### src/rtl/ram_bist_pkg.sv
// Shared types for the RAM self-test controller: FSM state encoding and pattern select codes.
package ram_bist_pkg;

    typedef enum logic [1:0] {
        IDLE  = 2'd0,
        WRITE = 2'd1,
        READ  = 2'd2,
        DONE  = 2'd3
    } bist_state_e;

    localparam logic [1:0] PAT_CHECK = 2'd0;
    localparam logic [1:0] PAT_ADDR  = 2'd1;
    localparam logic [1:0] PAT_NADDR = 2'd2;
    localparam logic [1:0] PAT_WALK1 = 2'd3;

endpackage

### src/rtl/ram_bist_patgen.sv
// Pattern generator: combinational (pat_sel, addr) -> expected data, zero latency.
// No flow control; output follows inputs in the same cycle.
module ram_bist_patgen
    import ram_bist_pkg::*;
#(
    parameter int AW = 8,
    parameter int DW = 8
) (
    input  logic [1:0]    pat_sel_i,
    input  logic [AW-1:0] addr_i,
    output logic [DW-1:0] data_o
);

    always_comb begin
        data_o = '0;
        case (pat_sel_i)
            PAT_CHECK: data_o = addr_i[0] ? DW'(8'hAA) : DW'(8'h55);
            PAT_ADDR:  data_o = DW'(addr_i);
            PAT_NADDR: data_o = DW'(~addr_i);
            PAT_WALK1: data_o = DW'(1) << addr_i[2:0];
            default:   data_o = '0;
        endcase
    end

endmodule

### src/rtl/ram_bist_ctrl.sv
// RAM self-test initiator: write pattern to every address, read back and compare; 2*2**AW cycles busy.
// No backpressure: the RAM is assumed to accept a write and return read data every cycle.
module ram_bist_ctrl
    import ram_bist_pkg::*;
#(
    parameter int AW = 8,
    parameter int DW = 8
) (
    input  logic          clk,
    input  logic          rst,
    input  logic          start,
    input  logic [1:0]    pat_sel,
    output logic          busy,
    output logic          done,
    output logic          pass,
    output logic [AW:0]   err_cnt,
    output logic [AW-1:0] first_err_addr,
    output logic          ram_we,
    output logic [AW-1:0] ram_addr,
    output logic [DW-1:0] ram_wdata,
    input  logic [DW-1:0] ram_rdata
);

    localparam logic [AW-1:0] CNT_MAX = '1;

    bist_state_e   state_q, state_d;
    logic [AW-1:0] cnt_q, cnt_d;
    logic [1:0]    pat_q, pat_d;
    logic [AW:0]   err_q, err_d;
    logic [AW-1:0] ferr_q, ferr_d;
    logic [DW-1:0] pat_dat;
    logic          cnt_last;

    // One generator serves both the write data and the read-back compare.
    ram_bist_patgen #(
        .AW (AW),
        .DW (DW)
    ) u_patgen (
        .pat_sel_i (pat_q),
        .addr_i    (cnt_q),
        .data_o    (pat_dat)
    );

    assign cnt_last = (cnt_q == CNT_MAX);

    always_comb begin
        state_d   = state_q;
        cnt_d     = cnt_q;
        pat_d     = pat_q;
        err_d     = err_q;
        ferr_d    = ferr_q;
        ram_we    = 1'b0;
        ram_addr  = '0;
        ram_wdata = '0;
        case (state_q)
            IDLE, DONE: begin
                if (start) begin
                    pat_d   = pat_sel;
                    err_d   = '0;
                    ferr_d  = '0;
                    cnt_d   = '0;
                    state_d = WRITE;
                end
            end
            WRITE: begin
                ram_we    = 1'b1;
                ram_addr  = cnt_q;
                ram_wdata = pat_dat;
                cnt_d     = cnt_q + AW'(1);
                if (cnt_last) begin
                    state_d = READ;
                end
            end
            READ: begin
                ram_addr = cnt_q;
                if (ram_rdata != pat_dat) begin
                    err_d = err_q + (AW+1)'(1);
                    if (err_q == '0) begin
                        ferr_d = cnt_q;
                    end
                end
                cnt_d = cnt_q + AW'(1);
                if (cnt_last) begin
                    state_d = DONE;
                end
            end
            default: state_d = IDLE;
        endcase
    end

    always_ff @(posedge clk) begin
        if (rst) begin
            state_q <= IDLE;
            cnt_q   <= '0;
            pat_q   <= PAT_CHECK;
            err_q   <= '0;
            ferr_q  <= '0;
        end else begin
            state_q <= state_d;
            cnt_q   <= cnt_d;
            pat_q   <= pat_d;
            err_q   <= err_d;
            ferr_q  <= ferr_d;
        end
    end

    assign busy           = (state_q == WRITE) || (state_q == READ);
    assign done           = (state_q == DONE);
    assign pass           = done && (err_q == '0);
    assign err_cnt        = err_q;
    assign first_err_addr = ferr_q;

endmodule

### config.mk
export PLATFORM = sky130hd
export DESIGN_NAME = ram_bist_ctrl
export DESIGN_NICKNAME = d
export VERILOG_FILES = /design/src/rtl/ram_bist_pkg.sv /design/src/rtl/ram_bist_patgen.sv /design/src/rtl/ram_bist_ctrl.sv
export SDC_FILE = /design/constraint.sdc
export NUM_CORES = 1
export LEC_CHECK = 0
export CORE_ASPECT_RATIO = 0.8
export CORE_MARGIN = 1.5
export CORE_UTILIZATION = 45
export CTS_CLUSTER_SIZE = 14
export DETAILED_ROUTE_END_ITERATION = 8
export GPL_TIMING_DRIVEN = 0
export PLACE_DENSITY_LB_ADDON = 0.25
export SLEW_MARGIN = 20
export SYNTH_ARGS = -nofsm -noshare
export SYNTH_HDL_FRONTEND = slang
export SYNTH_SLANG_ARGS = --single-unit
### constraint.sdc
create_clock -name clk -period 2.8 [get_ports clk]
set_clock_uncertainty 0.2 [all_clocks]
set_input_delay 0.42 -clock clk [delete_from_list [all_inputs] [get_ports clk]]
set_output_delay 0.42 -clock clk [all_outputs]
set_load 0.03 [all_outputs]
# Yosys cells after proc, flatten, opt, wreduce, memory -nomap -nowiden
# Cells that the tools add are included.
# totals
reg_bits	29
inputBits	13
out_inout_bits	37
# op_classes
n_addsub	2
n_eq_ne	13
shifts	1
mux	17
bitwise_logic	1
reduce_logical	12
# op_table
operator	count
$mux W8	6
$pmux W8 S2	2
$pmux W8 S4	1
$mux W9	2
$pmux W9 S2	1
$ne A2 B2 Y1 const B	5
$add A9 B1 Y9 const B	1
$logic_not A9 Y1	1
$add A8 B1 Y8 const B	1
$eq A2 B2 Y1 const B	4
$eq A8 B8 Y1 const B	1
$ne A8 B8 Y1	1
$not A8 Y8	1
$shl A1 B3 Y8 const A	1
$mux W2	3
$pmux W2 S3	1
$reduce_and A3 Y1	2
$eq A2 B1 Y1 const B	2
$logic_not A2 Y1	2
$reduce_and A4 Y1	1
$reduce_or A2 Y1	2
$reduce_and A2 Y1	1
$reduce_bool A2 Y1	1
$logic_and A1 B1 Y1	1
2 further kinds	2

# Depth between registers and ports, before layout
# Gate-level depths: netlist (run 1).
# depth
depth_word	5
mapped_depth	11
ltp_nobuf	9

# Hierarchy
# From an unflattened synthesis (run 1), not the netlist that was laid out.
# unflattened
cells_unflattened	224
area_unflattened_um2	1843.0
# modules_own_cells
module	instances	cells_per_inst	area_per_inst_um2	seq_area_each_um2
ram_bist_ctrl	1	191	1632.8	580.6
ram_bist_patgen	1	33	210.2	0.0

# Worst setup path after synthesis (run 1)
# Ideal clock, no wire load.
# synth_path
path_kind	flip-flop to flip-flop
from	register cnt_q[0]
to	register err_q[5] (netlist: err_cnt[5])
setup_time_ns	0.061
arrival_ns	2.362
t_required_ns	2.539
setup_slack_ns	0.177
stages_incl_launch_ff	12
path_buffers	2
synth_period_minus_slack_ns	2.623
cell_sequence	dfxtp_1 -> buf_2 -> inv_1 -> ha_1 -> and4b_1 -> a211o_1 -> xnor2_1 -> nand3_1 -> or4_1 -> buf_2 -> o211ai_1 -> a32o_1
# synth_via
elab_chain_len	5
word_cells_on_any_way	7
classes_between	2 x eq/ne; 1 x shift; 2 x mux; 1 x bitwise; 1 x reduce/logical
# synth_lines
item	line_no	rtl
start: declaration	ram_bist_ctrl.sv:27	logic [AW-1:0] cnt_q, cnt_d;
start signal: assignment	ram_bist_ctrl.sv:100	cnt_q <= cnt_d;
$shl A1 B3 Y8 (tied with other cells)	ram_bist_patgen.sv:20	PAT_WALK1: data_o = DW'(1) << addr_i[2:0];
$pmux W8 S4 *	ram_bist_patgen.sv:16	case (pat_sel_i)
$ne A8 B8 Y1 *	ram_bist_ctrl.sv:76	if (ram_rdata != pat_dat) begin
$ne A2 B2 Y1 (no source line) *	-	
$reduce_and A3 Y1 (no source line) *	-	
end signal: assignment	ram_bist_ctrl.sv:102	err_q <= err_d;
end: declaration	ram_bist_ctrl.sv:29	logic [AW:0] err_q, err_d;
# Every way passes the cells marked *; elsewhere a longest branch is shown, timed or not.
# A chain may end at the register's enable or synchronous reset.

# Worst setup path in the final report (run 1)
# layout_path
from	register cnt_q[0]
to	register err_q[4] (netlist: err_cnt[4])
# Same word-level chain as after synthesis.

==> out/metrics.csv, run 1 <==
stage,metric,value,unit
cts,CTS root buf,clkbuf_8,
placed_design,placed cells,364,
cts,CTS tree,yes,
job,Max Cap Viol,0,
cts,clk_lat worst skew,0.28,ns
grt,first-pass GRT wire length,9410,um
synthesis,synth unique cells,55,
placed_design,Final HPWL DP,4120,um
floorplan,Die Span Y,63.4,um
placed_design,pre-CTS setup slack,-0.141,ns
detailed_routing,DR pass1 iterations,4,
cells_and_area,Multi-input gate area,1380,sq um
detailed_routing,met3 WL,393,um
sta,hold_ws,0.309,ns
synthesis,syn avg cell area,7.92,sq um
cells_and_area,"Cell Count, Final, Fillers Out",374,
min_path,Hold Crit Class,flop to flop,
power,P per Cell Area,756,nW/um^2
sta,Tcrit/Tclk final,96.1,%
cells_and_area,"most common cell after layout, fill and taps aside",clkdlybuf4s50_1,
cells_and_area,most frequent cells in the layout,"clkdlybuf4s50_1 (33), nand2_1 (28), dfxtp_1 (26)",
detailed_routing,DR WL met2,2560,um
sta,fin crit period,2.69,ns
cts,"Reg clk slew, reported paths",0.07,ns
critical_path,Worst setup SP type,flop,
synthesis,"Net Count, Synth",284,
synthesis,cell count after synthesis,259,
cells_and_area,Fill cells,378,
critical_path,CP endpoint kind,flop,
floorplan,full die area,4970,sq um
cells_and_area,Final Net Count,341,
placed_design,count of buffers from port buffering,48,
cells_and_area,Layout area overhead,35.1,%
detailed_routing,DR vias/cell,5.93,
grt,GRT overflow,0,
cts,H-tree Lvls,2,
detailed_routing,WL/cell,15.6,um
cells_and_area,register area,587,sq um
floorplan,core area,4280,sq um
detailed_routing,DR vias,2219,
cts,Clock Sinks,29,
sta,Worst-Margin Slew,0.574,ns
grt,initial antenna violation count,0,
placed_design,Final GP Congestion,0.961,
floorplan,Initial Utilization,47.9,%
synthesis,post-synthesis sequential area ratio,28.3,%
critical_path,CP Max Fanout,9,
sta,relative slew slack,61.7,%
critical_path,crit path kind,flop to flop,
floorplan,row count,21,
sta,Peak Freq,0.372,GHz
critical_path,Critical Path RT,2.83,ns
detailed_routing,DR top layer,met4,
floorplan,IO Pins,50,
detailed_routing,DRC violations left,0,
sta,final setup vio count,0,
cells_and_area,ant diodes,0,
synthesis,"Cell Area, Synth",2050,sq um
power,Static Leak,1.10,nW
synthesis,Seq cells post-synth,29,
critical_path,CP arrival,2.72,ns
sta,"Slew Viols, Final",0,
detailed_routing,Starting DRT DRC Count,152,
cts,CTS max path bufs,2,
detailed_routing,Met1 Wirelength,2840,um
power,Tot Pwr,2.09,mW
sta,endpoints failing hold,0,
cts,Post-CTS Hold Buffers,0,
power,maximum vdd drop,393,uV
grt,largest net degree at the start of global routing,11,
detailed_routing,Antenna Violating Nets Remaining,0,
cells_and_area,fraction of layout cells with a size suffix above 1,12.9,%
sta,setup TNS,0,ns
grt,gr usage total,23.7,%
sta,fin worst setup slack,0.109,ns
floorplan,Die Wd,78.5,um
synthesis,"Top FF cell, synth",dfxtp_1,
synthesis,Post-synth EDFFs,0,
grt,number of global-route vias before repair,1920,
synthesis,ys async rst share,0,%
cts,Inserted Clock Buffers,5,
run_status,status,"complete, no violations",
detailed_routing,Final Routed Wirelength,5840,um
synthesis,synth warn,0,
==> worst max-delay path, stage by stage, from the launching register on <==
cell and delay [ns]:
dfxtp_2 0.35, buf_6 0.12, clkinvlp_4 0.10, ha_2 0.20, and4b_1 0.20, a211o_1 0.29, xnor2_2 0.18, nand3_2 0.12
or4_4 0.57, o211ai_1 0.13, a32o_1 0.18
==> final cells by class <==
class,count,share of cell area (%)
flip-flops and latches,29,21.2
well taps,57,2.57
repair buffers,53,18.4
multi-input cells,198,49.6
plain buffers,15,3.16
clock inverters,2,0.361
inverters,14,2.08
clock buffers,6,2.62
==> final timing paths <==
kind                                          end  depth (start not counted)  slack, ns         startpoint
worst min-delay path            first_err_addr[3]                          2       0.31  first_err_addr[3]
worst max register to register         err_cnt[4]                         10       0.11           cnt_q[0]
worst max-delay path                   err_cnt[4]                         10       0.11           cnt_q[0]
worst min register to register  first_err_addr[3]                          2       0.31  first_err_addr[3]
==> sequential cells by signal (all words and copies together) (netlist names) <==
name,count
first_err_addr,8
pat_q,2
err_cnt,9
cnt_q,8
state_q,2
==> Yosys cell counts (all sizes together) (2+ instances only) <==
library cell  number  share of area [%]
a211o              2               0.85
a21boi             4                1.5
a21o               3                1.1
a21oi             17                4.1
a31oi              3               0.92
a32o               4                2.0
and2b              2               0.85
and3               6                1.8
buf                9                2.2
clkbuf             9                1.8
dfxtp             29                 28
ha                12                7.3
inv               13                2.4
mux2i              6                2.9
nand2             28                5.1
nand2b             3               0.92
nand3             12                2.9
nand4              2               0.61
nand4b             2               0.85
nor2              14                2.6
nor2b              3               0.92
nor3               6                1.5
nor3b              6                2.2
nor4               4                1.5
o211a              2               0.98
o211ai            13                4.8
o21ai              8                2.0
o21bai             2               0.73
o221ai             2               0.85
o31ai              4                1.5
o32ai              2                1.6
o41ai              8                3.4
or3                5                1.5
==> report_power, final <==
group	total (mW)	internal (mW)	switching [mW]
registers	0.494	0.449	0.0457
logic	1.27	0.472	0.795
clock network	0.334	0.172	0.162
==> through the flow <==
| stage | utilization (%) | area, sq um |
|---|---|---|
| floorplan | - | 2050 |
| global placement | 60.8 | 2600 |
| detailed placement | 60.8 | 2600 |
| CTS | 63.0 | 2700 |
| global route | 64.7 | 2770 |
| finish | 64.7 | 2770 |
==> metal layers <==
layer	up-vias	GRT usage, %
met1	1041	36.1
met3	7	4.20
li1	1089	-
met2	82	34.0
met5	-	0
met4	0	5.58
==> kinds of logic (layout without fill, tap and decap cells) <==
| family | count (synthesis) | count (layout) | share of synthesized area (%) |
|---|---|---|---|
| AO/OA/AOI/OAI | 81 | 81 | 29.0 |
| XOR/XNOR | 1 | 1 | 0.427 |
| adder cells (fa/ha/maj) | 12 | 12 | 7.32 |
| buffers and inverters | 32 | 90 | 6.59 |
| flip-flops | 29 | 29 | 28.3 |
| multiplexers | 7 | 7 | 3.48 |
| AND/OR/NAND/NOR | 97 | 97 | 24.9 |
==> repair_timing <==
item,4_1_cts,5_1_grt
setup endpoints to repair,31,23
buffers inserted,0,5
pin swaps,0,5
resized for setup,25,15
(Power assumes the default switching activity.)
==> run 2: changes to the inputs <==
Settings changed: CTS_BUF_LIST set to sky130_fd_sc_hd__clkbuf_4 sky130_fd_sc_hd__clkbuf_8 sky130_fd_sc_hd__clkbuf_16.
==> out/metrics.csv, run 2 (synthesis gave the netlist of run 1 again) <==
stage,metric,value,unit,change
run_status,status,"complete, no violations",,
sta,relative slew slack,61.3,%,-0.38 points
detailed_routing,Met1 Wirelength,2850,um,+0.42%
detailed_routing,Starting DRT DRC Count,155,,+2.0%
cts,CTS tree,yes,,
detailed_routing,DRC violations left,0,,unchanged
power,maximum vdd drop,393,uV,-0.16%
cells_and_area,most frequent cells in the layout,"clkdlybuf4s50_1 (33), nand2_1 (28), dfxtp_1 (26)",,
detailed_routing,DR pass1 iterations,4,,unchanged
sta,final setup vio count,0,,unchanged
cells_and_area,Fill cells,378,,unchanged
detailed_routing,DR WL met2,2530,um,-1.4%
min_path,hold path cells,2,,unchanged
cells_and_area,Layout area overhead,35.3,%,
critical_path,max incr delay on CP,0.57,ns,about the same
cells_and_area,Final Net Count,341,,unchanged
min_path,hold endpoint,first_err_addr[1],,
floorplan,row count,21,,unchanged
critical_path,Critical Path RT,2.82,ns,about the same
min_path,Hold Crit Class,flop to flop,,
critical_path,CP max stage cell,or4_4,,
grt,initial antenna violation count,0,,unchanged
critical_path,CP arrival,2.72,ns,about the same
detailed_routing,Final Routed Wirelength,5830,um,about the same
sta,Peak Freq,0.371,GHz,-0.22%
cts,Inserted Clock Buffers,5,,unchanged
cts,clk_lat worst skew,0.28,ns,about the same
detailed_routing,DR vias/cell,5.95,,+0.36%
grt,largest net degree at the start of global routing,11,,unchanged
cts,Clock Sinks,29,,unchanged
placed_design,Final HPWL DP,4120,um,unchanged
detailed_routing,DR vias,2227,,+0.36%
detailed_routing,met3 WL,427,um,+8.7%
min_path,hold wc startpoint,first_err_addr[1],,
sta,Tcrit/Tclk final,96.3,%,+0.22 points
grt,GRT overflow,0,,unchanged
detailed_routing,Antenna Violating Nets Remaining,0,,unchanged
cells_and_area,fraction of layout cells with a size suffix above 1,13.2,%,+0.32 points
sta,endpoints failing hold,0,,unchanged
cts,Post-CTS Hold Buffers,0,,unchanged
sta,Worst-Margin Slew,0.579,ns,+0.00570 ns
critical_path,Reg2Reg Launch Point,cnt_q[0],,
cells_and_area,ant diodes,0,,unchanged
critical_path,reg2reg end,err_cnt[4],,
floorplan,Die Span Y,63.4,um,unchanged
power,Static Leak,1.10,nW,+0.31%
floorplan,Initial Utilization,47.9,%,unchanged
job,Max Cap Viol,0,,unchanged
placed_design,Final GP Congestion,0.961,,unchanged
grt,number of global-route vias before repair,1919,,-0.052%
critical_path,CP cell instances,"buf_6, clkinvlp_4, ha_2, and4b_1, a211o_1, xnor2_2, nand3_2, or4_4, o211ai_1, a32o_1",,
critical_path,cell count of the worst reg-to-reg path,10,,unchanged
sta,setup TNS,0,ns,unchanged
critical_path,crit path kind,flop to flop,,
critical_path,CP endpoint kind,flop,,
sta,"Slew Viols, Final",0,,unchanged
grt,gr usage total,23.6,%,-0.030 points
cts,CTS max path bufs,2,,unchanged
sta,fin crit period,2.70,ns,+0.00602 ns
cells_and_area,final core occ,64.8,%,+0.088 points
cts,"Reg clk slew, reported paths",0.07,ns,about the same
cells_and_area,Largest register FFs,9,,unchanged
critical_path,CP Max Fanout,9,,unchanged
power,P per Cell Area,757,nW/um^2,+0.20%
floorplan,Die Wd,78.5,um,unchanged
critical_path,Worst setup SP type,flop,,
cts,CTS root buf,clkbuf_8,,
detailed_routing,WL/cell,15.6,um,about the same
placed_design,count of buffers from port buffering,48,,unchanged
grt,first-pass GRT wire length,9400,um,-0.15%
critical_path,"reg-to-reg slack, setup",0.10,ns,about the same
cts,H-tree Lvls,2,,unchanged
floorplan,IO Pins,50,,unchanged
floorplan,full die area,4970,sq um,unchanged
cells_and_area,"most common cell after layout, fill and taps aside",clkdlybuf4s50_1,,
floorplan,core area,4280,sq um,unchanged
detailed_routing,DR top layer,met4,,
run 2: stage by stage:
stage	hold WS [ns]	std cells	setup WS, ns	total power, mW	area (sq um)
2_1_floorplan	0.259	259	0.177	1.31	2050
3_3_place_gp	0.289	364	-0.113	1.63	2600
3_5_place_dp	0.296	364	-0.141	1.65	2600
4_1_cts	0.305	371	0.00769	2.01	2700
5_1_grt	0.328	374	-0.0307	2.24	2780
6_report	0.312	374	0.103	2.10	2780
run 2: worst max-delay path by stage:
stage,start,end,slack [ns]
3_3_place_gp,cnt_q[1],err_cnt[2],-0.11
6_report,cnt_q[0],err_cnt[4],0.10
3_5_place_dp,cnt_q[1],err_cnt[2],-0.14
4_1_cts,cnt_q[0],err_cnt[4],0.008
2_1_floorplan,cnt_q[0],err_cnt[5],0.18
5_1_grt,cnt_q[0],err_cnt[2],-0.03
run 2: area by class of cell:
class | count | area [sq um] | area share, %
multi-input combinational | 198 | 1380 | 49.5
sequential | 29 | 587 | 21.1
inverter | 14 | 57.6 | 2.07
tap | 57 | 71.3 | 2.57
clock buffer | 6 | 76.3 | 2.75
clock inverter | 2 | 10.0 | 0.361
timing repair buffer | 53 | 510 | 18.4
buffer | 15 | 87.6 | 3.16
run 2: timing repair:
item | in CTS | in global routing
pin swaps | 0 | 5
endpoints found under the setup margin | 31 | 23
setup buffers | 0 | 5
resized for setup | 25 | 15
endpoints found under the hold margin | 0 | 0
run 2: metal layers:
metal  GRT usage [%]  vias to the layer above
met5               0                        -
met4            5.58                        0
li1                -                     1089
met1            36.0                     1041
met3            4.20                        5
met2            34.0                       92
run 2: critical path, delay by kind of cell, from the launching register on:
kind	cells	cell delay (ns)
simple gates	3	0.89
compound gates	3	0.60
flops	1	0.35
buf+inv	2	0.22
fa+ha+maj	1	0.20
xor+xnor	1	0.18
run 2: report_power, final:
| group | total (mW) | switching (mW) | internal, mW |
|---|---|---|---|
| combinational | 1.26 | 0.791 | 0.472 |
| sequential | 0.494 | 0.0457 | 0.449 |
| clock | 0.344 | 0.162 | 0.182 |
==> run 3: changes to the inputs <==
Settings changed: ABC_AREA set to 1.
==> out/metrics.csv, run 3 <==
stage,metric,value,unit,change
floorplan,row count,21,,unchanged
cts,Inserted Clock Buffers,5,,unchanged
grt,gr usage total,21.7,%,-2.0 points
synthesis,most frequent cell after synthesis,nand2_1,,
cells_and_area,fraction of layout cells with a size suffix above 1,7.46,%,-5.8 points
cts,Post-CTS Hold Buffers,0,,unchanged
critical_path,Worst setup SP type,flop,,
cells_and_area,"most common cell after layout, fill and taps aside",nand2_1,,
grt,number of global-route vias before repair,1885,,-1.8%
cts,"Reg clk slew, reported paths",0.06,ns,about the same
run_status,status,"complete, no violations",,
synthesis,Post-synth EDFFs,0,,unchanged
synthesis,Seq cells post-synth,29,,unchanged
synthesis,cell type with the largest total area after synthesis,dfxtp_1,,
critical_path,crit path kind,flop to output port,,
sta,setup TNS,0,ns,unchanged
cells_and_area,Final Net Count,413,,+21%
critical_path,CP arrival,2.06,ns,-0.66 ns
synthesis,synth unique cells,31,,-44%
cells_and_area,final core occ,63.3,%,-1.5 points
critical_path,CP endpoint kind,output port,,
critical_path,Critical Path RT,2.18,ns,-0.64 ns
cts,clk_lat worst skew,0.28,ns,about the same
cts,H-tree Lvls,2,,unchanged
grt,initial antenna violation count,0,,unchanged
detailed_routing,WL/cell,11.9,um,-24%
grt,GRT overflow,0,,unchanged
synthesis,"Cell Area, Synth",2060,sq um,+0.31%
detailed_routing,Antenna Violating Nets Remaining,0,,unchanged
synthesis,top cell type's share of synthesized area,28.2,%,-0.086 points
detailed_routing,DRC violations left,0,,unchanged
synthesis,Post-synth top cells,"nand2_1 (93), inv_1 (46), nor2_1 (44)",,
cells_and_area,Largest register FFs,9,,unchanged
cts,Clock Sinks,29,,unchanged
detailed_routing,Final Routed Wirelength,5320,um,-8.8%
synthesis,"Top FF cell, synth",dfxtp_1,,
cells_and_area,Multi-input gate area,1230,sq um,-11%
power,share of total power in the clock network,13.1,%,-3.3 points
critical_path,most numerous cell on the critical path,nand2_1,,
power,Static Leak,1.28,nW,+17%
cts,CTS tree,yes,,
power,sw frac,52.1,%,+4.5 points
min_path,Hold Crit Class,flop to flop,,
power,sequential power share,20.9,%,-2.6 points
detailed_routing,DR pass1 iterations,6,,+2
detailed_routing,Starting DRT DRC Count,256,,+65%
detailed_routing,DR vias,2273,,+2.1%
synthesis,ys async rst share,0,%,unchanged
critical_path,CP Max Fanout,6,,-3
synthesis,"Net Count, Synth",358,,+26%
critical_path,max incr delay on CP,0.67,ns,+0.10 ns
power,P per Cell Area,1010,nW/um^2,+33%
floorplan,full die area,4990,sq um,+0.29%
synthesis,top post-synthesis cells by area,"dfxtp_1 (28%), nand2_1 (17%), inv_1 (8.4%)",,
sta,fin crit period,2.68,ns,-0.0150 ns
cells_and_area,register area,582,sq um,-0.85%
synthesis,cell count after synthesis,333,,+29%
sta,RSZ-0062 raised after global routing,false,,
placed_design,Final HPWL DP,3940,um,-4.3%
cells_and_area,ant diodes,0,,unchanged
floorplan,Die Span Y,63.5,um,+0.14%
job,Max Cap Viol,0,,unchanged
power,sw power,1.42,mW,+42%
sta,Worst-Margin Slew,0.485,ns,-0.0945 ns
power,Int Power,1.31,mW,+19%
cts,CTS root buf,clkbuf_8,,
detailed_routing,DR vias/cell,5.10,,-14%
cells_and_area,most frequent cells in the layout,"nand2_1 (93), inv_1 (46), nor2_1 (44)",,
synthesis,synth warn,0,,unchanged
critical_path,CP cell instances,"inv_1, ha_1, nand2_1, inv_1, nand2_1, nand2_1, nand2_1, nor2_1, clkdlybuf4s50_1",,
floorplan,core area,4280,sq um,unchanged
placed_design,Final GP Congestion,0.917,,-4.6%
critical_path,Worst Path Buf+Inv,3,,+1
sta,"Slew Viols, Final",0,,unchanged
synthesis,post-synthesis sequential area ratio,28.2,%,-0.086 points
sta,relative slew slack,67.7,%,+6.4 points
grt,first-pass GRT wire length,8650,um,-7.9%
cells_and_area,Layout area overhead,31.8,%,
power,logic gate share of total power,66.1,%,+6.0 points
synthesis,syn avg cell area,6.18,sq um,-22%
cells_and_area,Fill cells,403,,+6.6%
cts,CTS max path bufs,2,,unchanged
critical_path,CP max stage cell,clkdlybuf4s50_1,,
power,maximum vdd drop,731,uV,+86%
grt,largest net degree at the start of global routing,11,,unchanged
sta,Tcrit/Tclk final,95.8,%,-0.54 points
sta,Peak Freq,0.373,GHz,+0.56%
floorplan,Initial Utilization,48.0,%,+0.15 points
floorplan,Die Wd,78.6,um,+0.15%
sta,final setup vio count,0,,unchanged
sta,endpoints failing hold,0,,unchanged
floorplan,IO Pins,50,,unchanged
placed_design,count of buffers from port buffering,48,,unchanged
critical_path,CP top delay family,buffers and inverters,,
==> run 3: cell count changes after synthesis, sizes merged, moves of 6 or more <==
cell    delta
and3       -6
inv       +35
o211ai    -13
nor3b      -6
mux2i      -6
nand2     +69
nand4      +9
o41ai      -8
nor2      +35
nand3     +18
==> run 3: kinds of logic (layout without fill, tap and decap cells) <==
kind of cell | count (synthesis) | after routing | synth area share, %
fa+ha+maj | 12 | 12 | 7.30
compound gates | 32 | 32 | 8.82
xor+xnor | 7 | 7 | 2.98
buf+inv | 61 | 117 | 12.0
simple gates | 192 | 192 | 40.7
flops | 29 | 29 | 28.2
==> run 3: metrics by stage <==
step           std cells  worst slack, ns  instance area, sq um  total power, mW  hold WS, ns
6_report             446            0.118                  2710             2.73        0.303
3_3_place_gp         438            0.202                  2610             2.35        0.296
5_1_grt              446          0.00520                  2710             2.97        0.328
3_5_place_dp         438            0.184                  2610             2.37        0.295
2_1_floorplan        333            0.497                  2060             1.85        0.270
4_1_cts              446           0.0573                  2700             2.73        0.299
==> run 3: worst reg2reg max path, stage by stage, from the launching register on <==
cell and delay (ns):
dfxtp_1 0.38, inv_1 0.08, ha_1 0.32, clkinv_1 0.21, a21oi_2 0.47, clkbuf_1 0.41
nand3_1 0.14, a21oi_1 0.17
==> run 3: cell type report <==
cell class / count / area share, %
repair buffers: 48 / 18.0
well taps: 57 / 2.63
clock buffers: 8 / 3.37
inverters: 51 / 7.06
flip-flops and latches: 29 / 21.5
multi-input cells: 243 / 45.4
plain buffers: 10 / 2.08
==> run 3: power groups by stage <==
| stage | registers, mW | logic (mW) | clock network [mW] |
|---|---|---|---|
| global placement | 0.576 | 1.78 | 0 |
| detailed placement | 0.579 | 1.79 | 0 |
| CTS | 0.571 | 1.80 | 0.363 |
| global route | 0.586 | 2.00 | 0.382 |
| finish | 0.570 | 1.81 | 0.357 |
| floorplan | 0.637 | 1.21 | 0 |
==> run 3: routing by layer <==
| layer | wire, um | GRT usage (%) |
|---|---|---|
| met1 | 2660 | 33.5 |
| met2 | 2200 | 30.4 |
| met3 | 438 | 4.64 |
| met4 | 21 | 4.24 |
| met5 | 0 | 0 |
==> run 3: worst paths after layout <==
path,to,from,cells past startpoint,slack (ns)
min reg2reg,state_q[1],state_q[1],2,0.30
max,ram_wdata[5],cnt_q[1],9,0.12
max reg2reg,err_cnt[0],state_q[0],7,0.35
min,state_q[1],state_q[1],2,0.30
==> run 3: what timing repair did <==
action	CTS	global route
setup buffers	0	0
gates resized for setup	6	5
hold endpoints to repair	0	0
endpoints found under the setup margin	9	5
